File: src/rtl/ysyx_23060184_lsu_pkg.sv
// Shared definitions for the load/store unit: widths, Funct3 codes, FSM encoding.
package ysyx_23060184_lsu_pkg;

  localparam int LSU_DW = 32;
  localparam int LSU_AW = 32;

  localparam logic [2:0] F3_B  = 3'b000;
  localparam logic [2:0] F3_H  = 3'b001;
  localparam logic [2:0] F3_W  = 3'b010;
  localparam logic [2:0] F3_BU = 3'b100;
  localparam logic [2:0] F3_HU = 3'b101;

  typedef enum logic [1:0] {
    S_IDLE = 2'd0,
    S_REQ  = 2'd1,
    S_WAIT = 2'd2,
    S_DONE = 2'd3
  } lsu_state_t;

endpackage

File: src/rtl/ysyx_23060184_lsu_align.sv
// Byte-lane steering for the LSU: store mask/data replication, load extraction
// with sign/zero extension, and detection of misaligned or illegal accesses.
module ysyx_23060184_lsu_align
  import ysyx_23060184_lsu_pkg::*;
(
  input  logic [2:0]        funct3,
  input  logic [1:0]        addr_lo,
  input  logic              is_store,
  input  logic [LSU_DW-1:0] wdata,
  input  logic [LSU_DW-1:0] rdata,
  output logic [3:0]        wmask,
  output logic [LSU_DW-1:0] wdata_lane,
  output logic [LSU_DW-1:0] load_data,
  output logic              err
);

  logic [LSU_DW-1:0] sh;

  // bring the addressed byte/halfword down to bit 0
  assign sh = rdata >> {addr_lo, 3'b000};

  // decode width code into lanes, extension and error flag
  always_comb begin
    wmask      = 4'b0000;
    wdata_lane = '0;
    load_data  = '0;
    err        = 1'b0;
    case (funct3)
      F3_B: begin
        wmask      = 4'b0001 << addr_lo;
        wdata_lane = {4{wdata[7:0]}};
        load_data  = {{24{sh[7]}}, sh[7:0]};
      end
      F3_H: begin
        wmask      = 4'b0011 << {addr_lo[1], 1'b0};
        wdata_lane = {2{wdata[15:0]}};
        load_data  = {{16{sh[15]}}, sh[15:0]};
        err        = addr_lo[0];
      end
      F3_W: begin
        wmask      = 4'b1111;
        wdata_lane = wdata;
        load_data  = rdata;
        err        = |addr_lo;
      end
      // unsigned variants exist only for loads
      F3_BU: begin
        load_data = {24'b0, sh[7:0]};
        err       = is_store;
      end
      F3_HU: begin
        load_data = {16'b0, sh[15:0]};
        err       = is_store | addr_lo[0];
      end
      default: err = 1'b1;
    endcase
  end

endmodule

File: src/rtl/ysyx_23060184_lsu.sv
// Load/store unit: accepts one instruction per handshake, issues at most one
// req/gnt/rvalid bus transaction and hands the result to writeback.
//
// state  | meaning
// IDLE   | ready for a new instruction (Mready=1)
// REQ    | mem_req high, bus fields held until mem_gnt
// WAIT   | granted, waiting for mem_rvalid
// DONE   | Mvalid high, result held until Wready
module ysyx_23060184_lsu
  import ysyx_23060184_lsu_pkg::*;
#(
  parameter int DATA_WIDTH = LSU_DW,
  parameter int ADDR_WIDTH = LSU_AW
) (
  input  logic                  clk,
  input  logic                  rstn,
  input  logic                  Evalid,
  output logic                  Mready,
  input  logic                  MemRead,
  input  logic                  MemWrite,
  input  logic [2:0]            Funct3,
  input  logic [ADDR_WIDTH-1:0] ALUResult,
  input  logic [DATA_WIDTH-1:0] WriteData,
  input  logic                  Wready,
  output logic                  Mvalid,
  output logic [DATA_WIDTH-1:0] ReadData,
  output logic                  Merr,
  output logic                  mem_req,
  output logic                  mem_we,
  output logic [ADDR_WIDTH-1:0] mem_addr,
  output logic [DATA_WIDTH-1:0] mem_wdata,
  output logic [3:0]            mem_wmask,
  input  logic                  mem_gnt,
  input  logic                  mem_rvalid,
  input  logic [DATA_WIDTH-1:0] mem_rdata
);

  lsu_state_t state_q, state_d;

  logic [2:0]            funct3_q;
  logic [1:0]            addr_lo_q;
  logic                  store_q;

  logic [2:0]            al_funct3;
  logic [1:0]            al_addr_lo;
  logic                  al_store;
  logic [3:0]            al_wmask;
  logic [DATA_WIDTH-1:0] al_wdata;
  logic [DATA_WIDTH-1:0] al_load;
  logic                  al_err;

  logic                  accept;
  logic                  non_mem;

  assign accept  = Evalid && (state_q == S_IDLE);
  assign non_mem = !MemRead && !MemWrite;

  // In IDLE the aligner checks the incoming instruction; afterwards it works
  // on the latched copy so load extraction uses the accepted Funct3/address.
  assign al_funct3  = (state_q == S_IDLE) ? Funct3         : funct3_q;
  assign al_addr_lo = (state_q == S_IDLE) ? ALUResult[1:0] : addr_lo_q;
  assign al_store   = (state_q == S_IDLE) ? MemWrite       : store_q;

  ysyx_23060184_lsu_align u_align (
    .funct3     (al_funct3),
    .addr_lo    (al_addr_lo),
    .is_store   (al_store),
    .wdata      (WriteData),
    .rdata      (mem_rdata),
    .wmask      (al_wmask),
    .wdata_lane (al_wdata),
    .load_data  (al_load),
    .err        (al_err)
  );

  // Handshake/bus strobes decode straight from state so reset clears them at once.
  assign Mready  = (state_q == S_IDLE);
  assign Mvalid  = (state_q == S_DONE);
  assign mem_req = (state_q == S_REQ);

  // state register
  always_ff @(posedge clk or negedge rstn) begin
    if (!rstn) state_q <= S_IDLE;
    else       state_q <= state_d;
  end

  // next-state logic
  always_comb begin
    state_d = state_q;
    case (state_q)
      S_IDLE: begin
        if (Evalid) begin
          if (non_mem || al_err) state_d = S_DONE;
          else                   state_d = S_REQ;
        end
      end
      S_REQ:   if (mem_gnt)    state_d = S_WAIT;
      S_WAIT:  if (mem_rvalid) state_d = S_DONE;
      S_DONE:  if (Wready)     state_d = S_IDLE;
      default: state_d = S_IDLE;
    endcase
  end

  // latch the instruction, bus fields and result
  always_ff @(posedge clk or negedge rstn) begin
    if (!rstn) begin
      funct3_q  <= 3'b000;
      addr_lo_q <= 2'b00;
      store_q   <= 1'b0;
      ReadData  <= '0;
      Merr      <= 1'b0;
      mem_we    <= 1'b0;
      mem_addr  <= '0;
      mem_wdata <= '0;
      mem_wmask <= 4'b0000;
    end else begin
      if (accept) begin
        funct3_q  <= Funct3;
        addr_lo_q <= ALUResult[1:0];
        store_q   <= MemWrite;
        ReadData  <= '0;
        Merr      <= !non_mem && al_err;
        if (!non_mem && !al_err) begin
          mem_we    <= MemWrite;
          mem_addr  <= {ALUResult[ADDR_WIDTH-1:2], 2'b00};
          mem_wdata <= MemWrite ? al_wdata : '0;
          mem_wmask <= MemWrite ? al_wmask : 4'b0000;
        end
      end else if ((state_q == S_WAIT) && mem_rvalid) begin
        ReadData <= store_q ? '0 : al_load;
      end
    end
  end

endmodule

File: config.mk
export PLATFORM = sky130hd
export DESIGN_NAME = ysyx_23060184_lsu
export DESIGN_NICKNAME = d
export VERILOG_FILES = /design/src/rtl/ysyx_23060184_lsu_pkg.sv /design/src/rtl/ysyx_23060184_lsu_align.sv /design/src/rtl/ysyx_23060184_lsu.sv
export SDC_FILE = /design/constraint.sdc
export NUM_CORES = 1
export LEC_CHECK = 0
export CORE_ASPECT_RATIO = 1.1
export CORE_MARGIN = 2
export CORE_UTILIZATION = 47
export DETAILED_ROUTE_END_ITERATION = 10
export GPL_ROUTABILITY_DRIVEN = 0
export PLACE_DENSITY = 0.86
export SLEW_MARGIN = 20
export SYNTH_ARGS = -nofsm -noshare
export SYNTH_HDL_FRONTEND = slang
export SYNTH_SLANG_ARGS = --single-unit
File: constraint.sdc
create_clock -name clk -period 4.1 [get_ports clk]
set_clock_uncertainty 0.15 [all_clocks]
set_input_delay 0.82 -clock clk [delete_from_list [all_inputs] [get_ports clk]]
set_output_delay 0.82 -clock clk [all_outputs]
set_load 0.02 [all_outputs]
==> flow_summary.json <==
{
  "status": "finished clean",
  "fin_tns_setup_ns": 0,
  "postCtsHoldBufs": 0,
  "reg2reg_slack_ns": 0.82,
  "core_um2": 11000,
  "rows": 40,
  "grt_usage_pct": 26.7,
  "multi_input_area_um2": 2390,
  "die_h_um": 116,
  "yosysTopAreaCell": "dfrtp_1",
  "via_count": 4750,
  "hp-start": "ReadData[4]",
  "critPathMaxFanout": 25,
  "antenna_found_initial": 0,
  "grt_max_degree": 72,
  "cts.clk_slew.worst_paths_ns": 0.07,
  "final_net_count": 767,
  "grt-busiest-layer": "met2",
  "start_kind": "input pin",
  "use_met1_pct": 32.6,
  "yosysWarnings": 0,
  "tightest_slew_ns": 0.899,
  "synthTopCellsByCount": "108 x dfrtp_1, 52 x nand2_1, 32 x a22o_1, 32 x mux2_2, 29 x o21ai_0",
  "max_cap_viol_count": 0,
  "synth-main-ff-cell": "dfrtp_1",
  "first_pass_iters": 5,
  "clockRootBuffer": "clkbuf_16",
  "synth_cell_types": 56,
  "hold_class": "register to register",
  "async_flop_share_pct": 100,
  "drc": 0,
  "drt-initial-drc-count": 266,
  "die_w_um": 106,
  "route.detailed.wl_per_inst_um": 20.2,
  "antenna_left": 0,
  "cp.required_ns": 4.23,
  "finalSetupViolCount": 0,
  "synth_top_area_share_pct": 50.7,
  "ys_seq_elements": 108,
  "synthToLayoutAreaGrowth_pct": 45.7,
  "hold_viol": 0,
  "synth-seq-area-share_pct": 50.7,
  "reg2reg_to": "mem_wdata[30]",
  "grt_first_pass_wirelength_um": 25300,
  "rsz0062_at_grt": "no",
  "ios": 212,
  "cts_sinks": 108,
  "yosysMostFrequentCell": "dfrtp_1",
  "dieArea_um2": 12200,
  "clk_latency_ns": 0.34,
  "post_cts_resized": 0,
  "portBuffers": 209,
  "nFillCells": 790,
  "synth_area_um2": 5330,
  "vdd_drop_max_mv": 0.496,
  "synth-edff-count": 0,
  "slew_headroom_pct": 40.0,
  "avgSynthCellArea_um2": 11.5,
  "cp-end-kind": "register",
  "critPathArrivalTime_ns": 3.45,
  "path_class": "input pin to register",
  "synthTopCellsByArea": "dfrtp_1 51%, mux2_2 6.8%, a22o_1 5.3%, a221o_1 3.8%, nand2_1 3.7%",
  "power_per_cell_area_nw_per_um2": 812,
  "vias_per_cell": 5.89,
  "cts_tree": "built",
  "whs_ns": 0.324,
  "clock_path_buffers": 2,
  "ff2ff_path_depth": 9,
  "min_to": "ReadData[4]",
  "numCtsBuffers": 9,
  "regArea_um2": 2700,
  "start_util_pct": 48.4,
  "fin_crit_ns": 3.32,
  "grt_pass1_vias": 4715,
  "finalWirelength_um": 16300,
  "r2r-start": "state_q[1]",
  "htree_levels": 3,
  "use_met3_pct": 5.79,
  "drv_slew": 0,
  "gr-usage-met2_pct": 46.4,
  "netlist_instances": 462,
  "fmax_mhz": 301,
  "layout-drive-gt1-share_pct": 13.0,
  "hold_depth": 2,
  "n_antenna_cell": 0,
  "leakagePower_nw": 3.28,
  "cts_setup_buffers": 0,
  "finalCritPeriodShare_pct": 80.9,
  "overflow": 0,
  "dpl.hpwl_um": 12200
}
[worst max-delay path: stages]
cell             delay [ns]
clkdlybuf4s50_1        0.66
nor2_1                 0.12
a21oi_2                0.39
o22ai_2                0.22
nand2b_2               0.51
buf_12                 0.25
buf_4                  0.27
a22o_1                 0.18
[cell families (layout without fill, tap and decap cells)]
logic type                 count (synthesis)  after routing  synth area share, %
AOI/OAI and AO/OA                        163            163                 23.8
other                                      1              2               0.0704
DFF                                      108            108                 50.7
buffers and inverters                     46            243                 4.65
adders and majority gates                  4              4                0.939
and+or+nand+nor                           88             88                 8.17
muxes                                     52             52                 11.7
[how the worst max path moves through the flow]
stage | from | to | depth (start not counted)
2_1_floorplan | state_q[0] | mem_addr[28] | 9
3_3_place_gp | ALUResult[0] | mem_wdata[31] | 8
3_5_place_dp | ALUResult[0] | mem_wdata[30] | 8
4_1_cts | state_q[1] | mem_wdata[30] | 9
5_1_grt | state_q[0] | mem_wdata[28] | 10
6_report | ALUResult[0] | mem_wdata[30] | 8
[cell type report]
type                    count  area share [%]
flip-flops and latches    108            34.8
multi-input cells         309            30.8
repair buffers            221            28.2
clock buffers               9            2.90
well taps                 147            2.37
clock inverters             6           0.516
inverters                   7           0.339
[power breakdown]
group | internal [mW] | switching, mW
Sequential | 1.56 | 0.341
Combinational | 1.73 | 1.86
Clock | 0.410 | 0.393
Total | 3.71 | 2.60
[metal layers]
layer | up-vias | wire (um)
li1 | 2129 | -
met3 | 39 | 1450
met1 | 2300 | 6220
met4 | 0 | 437
met2 | 282 | 8190
met5 | - | 0
[cell usage in the layout, fill, tap and decap left out, drive strengths merged, types with 2 or more instances in the layout]
| cell | count |
|---|---|
| nor2 | 7 |
| nand2 | 53 |
| mux2i | 13 |
| o211ai | 8 |
| a221o | 20 |
| mux2 | 36 |
| conb | 2 |
| nand2b | 3 |
| o22ai | 3 |
| o221ai | 4 |
| nand3 | 3 |
| a22oi | 12 |
| o21a | 2 |
| a21oi | 24 |
| a21o | 2 |
| a221oi | 2 |
| dfrtp | 108 |
| mux4 | 3 |
| a31oi | 4 |
| o21ai | 29 |
| or2 | 2 |
| inv | 9 |
| clkbuf | 9 |
| a22o | 32 |
| nor3 | 3 |
| nor2b | 2 |
| o2bb2ai | 12 |
| and3b | 3 |
| clkinv | 3 |
| clkdlybuf4s50 | 208 |
| buf | 13 |
| o211a | 2 |
| nor3b | 5 |
| and2 | 2 |
| ha | 4 |
[registers in the layout, summed over array words and instances, names as in the netlist]
register	cells
ReadData	32
Merr	1
state_q	2
mem_wdata	32
mem_wmask	4
funct3_q	3
mem_addr	30
mem_we	1
addr_lo_q	2
store_q	1
[per-stage QoR]
stage	utilization, %	instance area (um^2)	total power, mW	std cells	setup WS (ns)
detailed placement	68.1	7500	5.49	792	0.486
CTS	70.5	7760	6.32	807	0.821
finish	70.5	7760	6.30	807	0.781
global placement	68.1	7500	5.38	792	0.654
global route	70.5	7760	6.65	807	0.617
floorplan	-	5330	3.99	463	1.48
Power figures use the tool's default switching activity.
